$ cat src/rtl/uart_tx_scheduler.sv
// Round-robin arbiter that feeds one UART transmitter from NUM_REQ byte producers.
// Transmitter occupancy is tracked purely by counting baud ticks after each start pulse.
module uart_tx_scheduler #(
    parameter int NUM_REQ     = 4,
    parameter int FRAME_TICKS = 11,
    parameter int GAP_TICKS   = 1,
    localparam int IDW = (NUM_REQ > 1) ? $clog2(NUM_REQ) : 1
) (
    input  logic                 clk,
    input  logic                 rst_n,
    input  logic                 baud_tick,
    input  logic [NUM_REQ-1:0]   req_enable,
    input  logic [NUM_REQ-1:0]   req_valid,
    input  logic [8*NUM_REQ-1:0] req_data,
    output logic [NUM_REQ-1:0]   req_ready,
    output logic                 tx_start,
    output logic [7:0]           tx_data,
    output logic                 busy,
    output logic [IDW-1:0]       grant_id
);

    if (NUM_REQ < 2 || NUM_REQ > 8 ||
        FRAME_TICKS < 1 || FRAME_TICKS > 15 ||
        GAP_TICKS < 0 || GAP_TICKS > 15) begin : g_cfg_err
        $error("uart_tx_scheduler: parameter out of range");
    end

    typedef enum logic [1:0] {
        S_IDLE,
        S_START,
        S_SEND,
        S_GAP
    } state_e;

    localparam logic [3:0] FRAME_T = 4'(FRAME_TICKS);
    localparam logic [3:0] GAP_T   = 4'(GAP_TICKS);

    state_e           state_q, state_d;
    logic [3:0]       tick_cnt_q, tick_cnt_d;
    logic [IDW-1:0]   rr_ptr_q, rr_ptr_d;
    logic [IDW-1:0]   grant_q, grant_d;
    logic [7:0]       data_q, data_d;

    logic [NUM_REQ-1:0] elig;
    logic               found;
    logic [IDW-1:0]     winner;
    logic [3:0]         tick_nxt;

    // First eligible index at or after rr_ptr, wrapping past NUM_REQ-1.
    always_comb begin
        int idx;
        logic [IDW-1:0] idx_w;
        elig   = req_valid & req_enable;
        found  = 1'b0;
        winner = '0;
        idx    = 0;
        idx_w  = '0;
        for (int k = 0; k < NUM_REQ; k++) begin
            idx = int'(rr_ptr_q) + k;
            if (idx >= NUM_REQ) idx = idx - NUM_REQ;
            idx_w = IDW'(idx);
            if (!found && elig[idx_w]) begin
                found  = 1'b1;
                winner = idx_w;
            end
        end
    end

    assign tick_nxt = tick_cnt_q + 4'd1;

    always_comb begin
        state_d    = state_q;
        tick_cnt_d = tick_cnt_q;
        rr_ptr_d   = rr_ptr_q;
        grant_d    = grant_q;
        data_d     = data_q;
        req_ready  = '0;
        unique case (state_q)
            S_IDLE: begin
                if (found) begin
                    req_ready = NUM_REQ'(1) << winner;
                    data_d    = req_data[8*winner +: 8];
                    grant_d   = winner;
                    if (int'(winner) == NUM_REQ - 1) rr_ptr_d = '0;
                    else rr_ptr_d = winner + 1'b1;
                    state_d = S_START;
                end
            end
            S_START: begin
                state_d = S_SEND;
            end
            S_SEND: begin
                if (baud_tick) begin
                    if (tick_nxt == FRAME_T) begin
                        tick_cnt_d = '0;
                        state_d    = (GAP_TICKS == 0) ? S_IDLE : S_GAP;
                    end else begin
                        tick_cnt_d = tick_nxt;
                    end
                end
            end
            S_GAP: begin
                if (baud_tick) begin
                    if (tick_nxt == GAP_T) begin
                        tick_cnt_d = '0;
                        state_d    = S_IDLE;
                    end else begin
                        tick_cnt_d = tick_nxt;
                    end
                end
            end
            default: begin
                state_d    = S_IDLE;
                tick_cnt_d = '0;
            end
        endcase
    end

    always_ff @(posedge clk or negedge rst_n) begin
        if (!rst_n) begin
            state_q    <= S_IDLE;
            tick_cnt_q <= '0;
            rr_ptr_q   <= '0;
            grant_q    <= '0;
            data_q     <= 8'h00;
        end else begin
            state_q    <= state_d;
            tick_cnt_q <= tick_cnt_d;
            rr_ptr_q   <= rr_ptr_d;
            grant_q    <= grant_d;
            data_q     <= data_d;
        end
    end

    assign tx_start = (state_q == S_START);
    assign busy     = (state_q != S_IDLE);
    assign tx_data  = data_q;
    assign grant_id = grant_q;

endmodule

$ cat config.mk
export PLATFORM = sky130hd
export DESIGN_NAME = uart_tx_scheduler
export DESIGN_NICKNAME = d
export VERILOG_FILES = /design/src/rtl/uart_tx_scheduler.sv
export SDC_FILE = /design/constraint.sdc
export NUM_CORES = 1
export LEC_CHECK = 0
export ABC_AREA = 1
export ABC_CLOCK_PERIOD_IN_PS = 4390
export CORE_UTILIZATION = 41
export DETAILED_ROUTE_END_ITERATION = 16
export PLACE_DENSITY = 0.8
export SYNTH_ARGS = -nofsm -noshare
export SYNTH_HDL_FRONTEND = slang
export SYNTH_SLANG_ARGS = --single-unit
export TNS_END_PERCENT = 50
$ cat constraint.sdc
create_clock -name clk -period 4.39 [get_ports clk]
set_input_delay 0.6585 -clock clk [delete_from_list [all_inputs] [get_ports clk]]
set_output_delay 0.6585 -clock clk [all_outputs]
set_load 0.1 [all_outputs]
Word level (Yosys, flattened, before mapping)
Cells that the tools add are included.
{"block": "word_totals", "regBits": 18, "inputBits": 43}
{"block": "op_classes", "addsub": 9, "n_shift": 2, "n_reduce_logical": 12, "n_bitwise": 1, "eq_ne": 11, "n_lt_le_gt_ge": 8, "muxes": 34}
{"op": "32-bit by 6-bit indexed part select with 8-bit output", "count": 1}
{"op": "2-bit 2-to-1 mux", "count": 14}
{"op": "4-bit 2-to-1 mux", "count": 6}
{"op": "2-bit by 3-bit < comparator with 1-bit output (second input constant)", "count": 4}
{"op": "2-bit != test (second input constant)", "count": 5}
{"op": "3-bit greater-or-equal comparator (second input constant)", "count": 3}
{"op": "1-bit binary-select mux with 2-bit select", "count": 4}
{"op": "1-bit 2-to-1 mux", "count": 8}
{"op": "2-bit one-hot mux with 4 select lines", "count": 1}
{"op": "4-bit one-hot mux with 2 select lines", "count": 1}
{"op": "2-bit by 1-bit subtractor with 2-bit output (second input constant)", "count": 4}
{"op": "2-bit by 2-bit adder with 3-bit output (second input constant)", "count": 2}
{"op": "5-bit AND reduction", "count": 1}
{"op": "4-bit by 1-bit adder with 4-bit output (second input constant)", "count": 1}
{"op": "4-bit AND", "count": 1}
{"op": "2-bit by 1-bit equality test with 1-bit output (second input constant)", "count": 2}
{"op": "2-bit equality test (second input constant)", "count": 2}
{"op": "4-bit by 1-bit equality test with 1-bit output (second input constant)", "count": 1}
{"op": "4-bit equality test (second input constant)", "count": 1}
{"op": "2-bit nonzero test", "count": 2}
{"op": "1-bit by 2-bit left shift with 4-bit output (first input constant)", "count": 1}
{"op": "2-bit by 1-bit adder with 3-bit output (second input constant)", "count": 1}
{"op": "2-bit by 3-bit greater-or-equal comparator with 1-bit output (second input constant)", "count": 1}
{"op": "1-bit logical AND", "count": 3}
{"op": "other kinds (5)", "count": 7}

Depth between registers and ports, before layout
{"block": "logic_depth", "depth_word": 17, "depth_mapped": 15, "ltp_nobuf": 14}

Worst setup path after synthesis
Ideal clock, no wire load.
{"block": "synth_path", "path_kind": "input to output", "from": "in req_enable[3]", "to": "out req_ready[3]", "cell_stages": 11, "arrival_time_ns": 2.912, "path_buffers": 1, "required_time_ns": 3.732, "path_slack_ns": 0.820, "path_cell_list": "nand3_1 > nand3_1 > nand2_4 > nand3_1 > nand3_1 > nand2_2 > buf_4 > inv_2 > ha_1 > inv_1 > nor2_1"}
{"block": "synth_via", "elab_chain_cells": 16, "word_cells_on_any_way": 26, "cone_classes": "shift (1); mux (18); bitwise (1); reduce/logical (6)"}
{"item": "from (decl)", "line": "12", "rtl": "input logic [NUM_REQ-1:0] req_enable,"}
{"item": "4-bit AND (*)", "line": "53", "rtl": "elig = req_valid & req_enable;"}
{"item": "1-bit binary-select mux with 2-bit select", "line": "62", "rtl": "if (!found && elig[idx_w]) begin"}
{"item": "1-bit 2-to-1 mux (implied by the code)", "line": "62"}
{"item": "1-bit 2-to-1 mux", "line": "62"}
{"item": "1-bit logical NOT", "line": "62"}
{"item": "1-bit logical AND", "line": "62"}
{"item": "1-bit 2-to-1 mux", "line": "62"}
{"item": "1-bit logical NOT", "line": "62"}
{"item": "1-bit logical AND", "line": "62"}
{"item": "1-bit 2-to-1 mux", "line": "62"}
{"item": "1-bit logical NOT", "line": "62"}
{"item": "1-bit logical AND", "line": "62"}
{"item": "2-bit 2-to-1 mux", "line": "62"}
{"item": "1-bit by 2-bit left shift with 4-bit output", "line": "81", "rtl": "req_ready = NUM_REQ'(1) << winner;"}
{"item": "4-bit 2-to-1 mux (*)", "line": "80", "rtl": "if (found) begin"}
{"item": "4-bit 2-to-1 mux (*)", "line": "78", "rtl": "unique case (state_q)"}
{"item": "to (decl)", "line": "15", "rtl": "output logic [NUM_REQ-1:0] req_ready,"}
Mark *: on every way between the ends. The rest lies on a longest branch, timed or not. The select of a mux whose other input is x is not followed.

Final worst setup path
{"block": "layout_path", "from": "in req_valid[3]", "to": "out req_ready[3]"}
{"block": "layout_via", "elab_chain_cells": 16, "word_cells_on_any_way": 26, "cone_classes": "shift (1); mux (18); bitwise (1); reduce/logical (6)"}
{"item": "from (decl)", "line": "13", "rtl": "input logic [NUM_REQ-1:0] req_valid,"}
{"item": "4-bit AND (*)", "line": "53"}
{"item": "1-bit binary-select mux with 2-bit select", "line": "62"}
{"item": "1-bit 2-to-1 mux (implied by the code)", "line": "62"}
{"item": "1-bit 2-to-1 mux", "line": "62"}
{"item": "1-bit logical NOT", "line": "62"}
{"item": "1-bit logical AND", "line": "62"}
{"item": "1-bit 2-to-1 mux", "line": "62"}
{"item": "1-bit logical NOT", "line": "62"}
{"item": "1-bit logical AND", "line": "62"}
{"item": "1-bit 2-to-1 mux", "line": "62"}
{"item": "1-bit logical NOT", "line": "62"}
{"item": "1-bit logical AND", "line": "62"}
{"item": "2-bit 2-to-1 mux", "line": "62"}
{"item": "1-bit by 2-bit left shift with 4-bit output", "line": "81"}
{"item": "4-bit 2-to-1 mux (*)", "line": "80"}
{"item": "4-bit 2-to-1 mux (*)", "line": "78"}
Marked as above.

==> impl_metrics.py <==
metrics = {
    "run_status": {
        "status": "completed",
    },
    "clocking": {
        "cts_inserted_buffers": 3,
        "cts-root-buf": "clkbuf_8",
        "cts_hold_buf": 0,
        "clkSinkCount": 18,
        "cts_setup_buffers": 0,
        "worst_skew_pair.late_latency_ns": 0.25,
        "htree_levels": 1,
        "cts-resized-gates": 0,
        "clkSlewWorstSetupHoldPaths_ns": 0.07,
        "cts_tree": "built",
        "clock_path_buffers": 2,
    },
    "detailed_routing": {
        "ant_nets": 0,
        "drc": 0,
        "first_iter_violations": 76,
        "avgRoutedWirePerCell_um": 11.1,
        "finalWirelength_um": 4030,
        "drt_first_pass_iters": 4,
        "routed_via_density": 4.83,
        "vias": 1749,
    },
    "grt": {
        "grt_max_degree": 23,
        "grt.total_usage": 0.204,
        "overflow": 0,
        "grt_first_pass_wirelength_um": 6940,
        "antenna_found_initial": 0,
        "grt_pass1_vias": 1624,
    },
    "final_layout": {
        "multi_input_area_um2": 1010,
        "drive_gt1_frac": 0.111,
        "layout_common_cells": "nand2_1 (85), clkdlybuf4s50_1 (54), nand3_1 (43)",
        "area_delta_synth_final_pct": 40.7,
        "layoutNonFillerInstCount": 362,
        "antennaDiodeCount": 0,
        "fillers": 356,
        "register_area_um2": 450,
        "layout_commonest_cell": "nand2_1",
        "layout.nets": 366,
        "fin_util": 0.620,
        "design_area_um2": 2350,
    },
    "timing": {
        "tightest_slew_ns": 0.990,
        "finalSetupViolations": 0,
        "clock_skew_ns": 0.00499,
        "max_freq_mhz": 271,
        "rsz0062_at_grt": "false",
        "hold_violations": 0,
        "final-max-slew-violation-count": 0,
        "layout_min_cycle_time_ns": 3.69,
        "slew-limit-headroom": 0.338,
        "final.period_utilization": 0.840,
        "whs_ns": 0.481,
        "tns_ns": 0,
    },
    "pwr": {
        "p_per_area_nw_per_um2": 834,
        "leakage_nw": 1.21,
        "ir_worst_vdd_v": 0.000383,
    },
    "setup_path": {
        "crit_family": "simple AND/OR/NAND/NOR gates",
        "rrSetupSlack_ns": 1.65,
        "crit_cells": 13,
        "worstPathRequired_ns": 3.73,
        "worstSetupEndpointType": "primary output",
        "r2r_start": "rr_ptr_q[0]",
        "cp_slowest_cell": "clkdlybuf4s50_1",
        "crit_arrival_ns": 3.03,
        "crit_type": "input pin to primary output",
        "cp_slowest_stage_delay_ns": 0.48,
        "cp_cell_sequence": "clkdlybuf4s50_1, nand3_1, nand2_1, nand2_1, nand2_1, nand3_1, nand3_1, nand2_2, inv_2, ha_1, inv_1, nor2_1, buf_12",
        "critPathMaxFanout": 22,
        "endpoint": "req_ready[3]",
        "r2r_cells": 12,
        "worst-path-buf-inv": 4,
        "start_kind": "input pin",
        "crit_start": "req_valid[3]",
        "r2r_end": "rr_ptr_q[1]",
    },
    "synth": {
        "synthSimpleGateAreaFrac": 0.469,
        "syn-cell-area_um2": 1670,
        "synth_seq_area_share": 0.269,
        "synth_nets": 311,
        "async_flop_share": 1.00,
        "yosysTopAreaCell": "dfrtp_1",
        "ys.flop_type": "dfrtp_1",
        "synth_cell_types": 29,
        "synth_edf_count": 0,
        "synthCells": 260,
        "synth_compound_area_frac": 0.0628,
        "synth_top_family_by_area": "simple AND/OR/NAND/NOR gates",
        "synth_xor_area_frac": 0.0105,
        "synthAdderAreaFrac": 0.0598,
        "synth_area_leaders": "dfrtp_1 (27%), nand2_1 (19%), nand3_1 (13%)",
        "yosysWarnings": 0,
        "synth_mux_area_frac": 0,
        "ys_ff_latch": 18,
        "syn_avg_cell_area_um2": 6.44,
        "synth_top_area_frac": 0.269,
    },
    "floorplan": {
        "rows": 22,
        "io_pins": 59,
        "core_area_um2": 3800,
        "die_area_um2": 4340,
        "die_h_um": 65.9,
        "die_w_um": 65.9,
        "start_util": 0.441,
    },
    "place": {
        "dpl.hpwl_um": 3230,
        "place.gp.congestion": 0.901,
        "dp.cells": 358,
        "place_area_um2": 2300,
        "portBuffers": 58,
    },
    "min_path": {
        "min-delay-path-class": "flip-flop to flip-flop",
    },
    "job": {
        "drv_cap": 0,
    },
}
[registers in the layout, summed over array words and instances (netlist names)]
name / cells
tick_cnt_q: 4
rr_ptr_q: 2
state_q: 2
grant_id: 2
tx_data: 8
[worst min-delay path: stages, from the launching register on]
cell     delay (ns)
dfrtp_1        0.35
nand2_1        0.05
nand2_1        0.05
[per-stage QoR]
step	total power [mW]	setup slack, ns
CTS	1.97	0.703
finish	1.96	0.701
detailed placement	1.83	0.699
global route	2.13	0.434
floorplan	1.53	0.820
global placement	1.80	0.760
[cells in the mapped netlist (3+ instances only)]
cell type  count
a21oi_1        3
buf_2          5
dfrtp_1       18
ha_1           8
inv_1         38
inv_2          5
nand2_1       85
nand2_2        6
nand3_1       43
nand3_2        6
nor2_1        12
o21ai_0        6
[worst min path at each step]
stage / startpoint / to / slack (ns) / cells past startpoint
2_1_floorplan: rst_n / grant_id[0] / 0.36 / 0
3_3_place_gp: tx_data[5] / tx_data[5] / 0.47 / 2
3_5_place_dp: tx_data[5] / tx_data[5] / 0.46 / 2
4_1_cts: tx_data[5] / tx_data[5] / 0.48 / 2
5_1_grt: tx_data[6] / tx_data[6] / 0.52 / 2
6_report: tx_data[7] / tx_data[7] / 0.48 / 2
[logic make-up after synthesis]
logic type                 after synthesis
and+or+nand+nor                        165
buffers and inverters                   51
DFF                                     18
AOI/OAI and AO/OA                       16
adders and majority gates                8
xor gates and xnor gates                 2
[metal layers]
layer | global-route usage | vias up | part of all wire
li1 | - | 920 | -
met1 | 0.261 | 768 | 0.44
met2 | 0.356 | 57 | 0.49
met3 | 0.0241 | 4 | 0.055
met4 | 0.0571 | 0 | 0.010
met5 | 0 | - | 0
[layout make-up]
cell class	count	share of cell area
repair buffers	58	0.264
inverters	43	0.0685
flip-flops and latches	18	0.191
multi-input cells	191	0.428
well taps	48	0.0255
clock buffers	4	0.0234
[where the power goes]
part	switching (mW)	internal [mW]	total [mW]
combinational	1.06	0.440	1.50
clock	0.0580	0.0796	0.138
sequential	0.0788	0.247	0.326
Power figures use the tool's default switching activity.
==> patch 1, RTL diff (config.mk and constraints unchanged) <==
Add an input register stage for `baud_tick`, with the module's reset; this delays it by one clock. The other inputs are not delayed to match.
--- a/src/rtl/uart_tx_scheduler.sv
+++ b/src/rtl/uart_tx_scheduler.sv
@@ -19,4 +19,14 @@
     output logic [IDW-1:0]       grant_id
 );
+
+    logic baud_tick_q;
+
+    always_ff @(posedge clk or negedge rst_n) begin
+        if (!rst_n) begin
+            baud_tick_q <= '0;
+        end else begin
+            baud_tick_q <= baud_tick;
+        end
+    end
 
     if (NUM_REQ < 2 || NUM_REQ > 8 ||
@@ -91,5 +101,5 @@
             end
             S_SEND: begin
-                if (baud_tick) begin
+                if (baud_tick_q) begin
                     if (tick_nxt == FRAME_T) begin
                         tick_cnt_d = '0;
@@ -101,5 +111,5 @@
             end
             S_GAP: begin
-                if (baud_tick) begin
+                if (baud_tick_q) begin
                     if (tick_nxt == GAP_T) begin
                         tick_cnt_d = '0;
Behaviour: same outputs for any inputs over 10 cycles, from zero or initial values and one cycle with rst_n low; that may be too few to reach the edited logic, so the function may still have changed.
==> patch 1 against the original RTL <==
Sequential share of layout area up 2.8 points; highest routed layer unchanged; worst setup slack better by 71 ps; clock skew shrank 2.4 ps; sequential cell count increased by 1; cell area down 7.8%; global-route usage up 0.40 points; largest cell class unchanged; fmax increased by 2.0%; synthesized area is 9.4% lower; routed wire length fell by 0.89%.
Power is left out: the tool's default activity adds up to more than one toggle a clock period on the data nets, which glitch-free logic cannot reach.
==> patch 1: results (changes against the original RTL) <==
[cells_and_area]
layout-drive-gt1-share = 0.08824  ; -0.02323
nets = 324  ; -11%
diodes = 0  ; unchanged
largest_reg_flops = 8  ; unchanged

[hold_path]
min_from = tx_data[6]$_DFFE_PN0P_
holdCritPathClass = reg -> reg

[status]
status = complete, no violations

[critical_path]
critPathMaxFanout = 18  ; -18%
slowest_delay_ps = 490
r2r-start = rr_ptr_q[0]$_DFFE_PN0P_
cpLargestDelayFamily = simple AND/OR/NAND/NOR gates
startpoint = req_valid[2]
cp_slowest_cell = clkdlybuf4s50_1

[synth]
synth_ff_type = dfrtp_1
netlist_top_cells_area = dfrtp_1 31%, nand2_1 16%, nand3_1 13%
ys_top_cells_by_count = 64 x nand2_1, 39 x nand3_1, 19 x dfrtp_1, 18 x nand4_1, 14 x nor2_1
yosys_warnings = 0  ; unchanged
seq_area_frac_synth = 0.3135  ; +0.04447
synth.net_count = 268  ; -14%
ys_async_sr_fraction = 1.000  ; unchanged
synth_cell_types = 25  ; -14%

[clock_tree]
root_buffer = clkbuf_8
cts.repair.resized = 0  ; unchanged
clk_latency_ps = 250  ; about the same
clk_pin_slew_ps = 70  ; about the same
cts_buffers = 3  ; unchanged
cts_buffer_depth = 2  ; unchanged
htree_levels = 1  ; unchanged
cts_setup_buffers = 0  ; unchanged

[drt]
drt-pass1-iter-count = 4  ; unchanged
post_drt_wl_per_cell_um = 12.57  ; +13%
ant_nets = 0  ; unchanged
drt_iter0_drc = 281  ; +270%
num_vias = 1674  ; -4.3%

[placed_design]
place.gp.congestion = 0.8899  ; -1.2%
hpwl_um = 2927  ; -9.4%
io_buffers = 58  ; unchanged
dpl_cell_area_sq_um = 2125  ; -7.6%

[grt]
grt_pass1_wl_um = 6555  ; -5.6%
track_usage = 0.2081  ; +0.003999
grt_pass1_vias = 1430  ; -12%
antenna_found_initial = 0  ; unchanged
grt_start_max_net_pins = 20  ; -13%

[sta]
fin_skew_ps = 2.627  ; -2.361 ps
relSlewSlack = 0.3307  ; -0.007502

==> patch 1: layer usage <==
layer	GRT usage	part of all wire	vias up
li1	-	-	842
met1	0.2966	0.48	755
met2	0.3234	0.44	75
met3	0.04197	0.079	2
met4	0.04360	0.0043	0
met5	0	0	-
==> patch 1: cell families after synthesis <==
family          Yosys count  synth area share
compound gates           14           0.04703
flops                    19            0.3135
simple gates            149            0.4819
buf+inv                  25           0.08003
xor+xnor                  2           0.01155
fa+ha+maj                 8           0.06601
==> patch 1: cell type report <==
type | instances | area, sq um
Clock inverter | 1 | 5.005
Multi-Input combinational cell | 173 | 919.6
Fill cell | 298 | 1271
Tap cell | 46 | 57.56
Timing Repair Buffer | 59 | 603.1
Clock buffer | 3 | 41.29
Inverter | 17 | 68.82
Sequential cell | 19 | 475.5
==> patch 1: final timing paths <==
| check | end | slack, ps | cells after the start |
|---|---|---|---|
| min in group asynchronous | tx_data[1]$_DFFE_PN0P_ | 900 | 1 |
| max in group asynchronous | tick_cnt_q[3]$_DFFE_PN0P_ | 2950 | 1 |
| worst min-delay path | tx_data[6]$_DFFE_PN0P_ | 480 | 2 |
| worst max register to register | rr_ptr_q[1]$_DFFE_PN0P_ | 2040 | 12 |
| worst max-delay path | req_ready[2] | 770 | 14 |
| worst min register to register | tx_data[6]$_DFFE_PN0P_ | 480 | 2 |
==> patch 1: worst register-to-register path, delay by kind of cell (launching register included) <==
kind / cells / cell delay (ps)
AND/OR/NAND/NOR: 8 / 1090
flip-flops: 1 / 610
adder cells (fa/ha/maj): 1 / 270
buffers and inverters: 2 / 180
AO/OA/AOI/OAI: 1 / 70
==> patch 1: through the flow <==
stage / utilization / setup slack [ps] / std cells / hold WS [ps]
3_5_place_dp: 0.6172 / 782.4 / 314 / 468.3
4_1_cts: 0.6307 / 771.4 / 318 / 488.3
6_report: 0.6307 / 772.0 / 318 / 480.9
3_3_place_gp: 0.6172 / 858.9 / 314 / 463.5
2_1_floorplan: - / 188.3 / 217 / 362.9
5_1_grt: 0.6307 / 516.2 / 318 / 510.9
==> patch 2, RTL diff (same settings) <==
Without the edit above. The parameter `NUM_REQ` goes from 4 to 8.
--- a/src/rtl/uart_tx_scheduler.sv
+++ b/src/rtl/uart_tx_scheduler.sv
@@ -2,5 +2,5 @@
 // Transmitter occupancy is tracked purely by counting baud ticks after each start pulse.
 module uart_tx_scheduler #(
-    parameter int NUM_REQ     = 4,
+    parameter int NUM_REQ     = 8,
     parameter int FRAME_TICKS = 11,
     parameter int GAP_TICKS   = 1,
Ports: changed (5 resized); port bits go from 59 to 104. The function was not compared with the original's and may differ.
==> patch 2 against the original RTL <==
Sequential cell count rose by 2; worst setup slack got worse by 370 ps; critical endpoint is now req_ready[7]; cell area grew 60%; critical path type unchanged; synthesized area is 51% higher; final cell count increased by 61%; synthesized cell count increased by 57%; routed wire length increased by 97%.
Power is not shown: default switching activity piles up to over one toggle a cycle in this logic, so the estimate is an artifact.
==> patch 2: results (changes against the original RTL) <==
[status]
status = complete, no violations

[hold_path]
holdPathStages = 2  ; unchanged
holdPathEnd = grant_id[0]$_DFFE_PN0P_
min_from = grant_id[0]$_DFFE_PN0P_
holdCritPathClass = reg -> reg

[critical_path]
crit_arrival_ps = 3400  ; +370 ps
reg2reg_slack_ps = 1300  ; -350 ps
crit_end = req_ready[7]
reg2reg_depth = 18  ; +6
startpoint = req_enable[4]
r2r-start = rr_ptr_q[0]$_DFFE_PN0P_
cpLargestDelayFamily = simple AND/OR/NAND/NOR gates
rr_endpoint = tx_data[4]$_DFFE_PN0P_
critPathMaxFanout = 7  ; -68%
slowest_delay_ps = 430  ; -50 ps
cp_slowest_cell = clkdlybuf4s50_1

[placed_design]
hpwl_um = 6227  ; +93%
dpl_cell_area_sq_um = 3705  ; +61%
placedCellCount = 579  ; +62%
io_buffers = 103  ; +78%
pre_cts_ws_ps = 345.9  ; -352.7 ps
place.gp.congestion = 0.9690  ; +7.5%

[cells_and_area]
diodes = 0  ; unchanged
nets = 606  ; +66%
layout-drive-gt1-share = 0.1280  ; +0.01649
largest_reg_flops = 8  ; unchanged
nFillCells = 527  ; +48%

[synth]
ys_top_cells_by_count = 126 x nand2_1, 102 x nand3_1, 26 x inv_1, 22 x nor2_1, 20 x dfrtp_1
netlist_top_cells_area = nand3_1 20%, dfrtp_1 20%, nand2_1 19%
syn_area_per_cell_sq_um = 6.228  ; -3.3%
synth-compound-area-share = 0.06367  ; +0.0008920
muxShareOfSynthArea = 0  ; unchanged
ys_async_sr_fraction = 1.000  ; unchanged
synth_ff_type = dfrtp_1
synth.net_count = 504  ; +62%
yosys.area_share.xor_xnor = 0.02616  ; +0.01570
synth_cell_types = 32  ; +10%
synth_adder_area_share = 0.06910  ; +0.009311
seq_area_frac_synth = 0.1974  ; -0.07162

[drt]
drt_iter0_drc = 202  ; +170%
num_vias = 3091  ; +77%
wl_um = 7965  ; +97%
drt-pass1-iter-count = 6  ; +2
post_drt_wl_per_cell_um = 13.66  ; +23%

[grt]
antenna_found_initial = 0  ; unchanged
track_usage = 0.2443  ; +0.04012
grt_pass1_vias = 2705  ; +67%
grt_start_max_net_pins = 33  ; +43%
grt_pass1_wl_um = 12450  ; +79%

[sta]
fin_skew_ps = 3.188  ; -1.801 ps
worst_pin_slew_ps = 994.8  ; +5.171 ps
fin_hold_ws_ps = 505.3  ; +24.30 ps
period_needed_ps = 4057  ; +367.5 ps

[clock_tree]
cts.repair.resized = 0  ; unchanged
cts_buffers = 3  ; unchanged
clk_latency_ps = 260
cts_buffer_depth = 2  ; unchanged
clk_pin_slew_ps = 70  ; about the same
cts_setup_buffers = 0  ; unchanged
root_buffer = clkbuf_8

[patch 2: changes by cell type in the layout (fill, tap and decap cells not counted), sizes merged, moves of 2 or more]
cell           change
a21oi             +10
buf               +14
clkdlybuf4s50     +41
dfrtp              +2
ha                 +6
inv               -12
nand2             +45
nand3             +59
nand4              +4
nor2              +13
nor3               +3
or2                +3
xnor2              +2
[patch 2: final cells by class]
cell class                 count  area (sq um)  share of cell area
timing repair buffer         113          1186              0.3155
inverter                      32         120.1             0.03195
multi-input combinational    339          1804              0.4799
tap                           75         93.84             0.02496
clock buffer                   4         55.05             0.01464
sequential                    20         500.5              0.1331
[patch 2: per-layer routing]
layer | vias to the layer above | share of wire | routed length [um] | global-route usage
li1 | 1545 | - | - | -
met1 | 1417 | 0.44 | 3529 | 0.3428
met2 | 118 | 0.49 | 3914 | 0.4017
met3 | 11 | 0.055 | 438 | 0.02045
met4 | 0 | 0.010 | 83 | 0.05714
met5 | - | 0 | 0 | 0
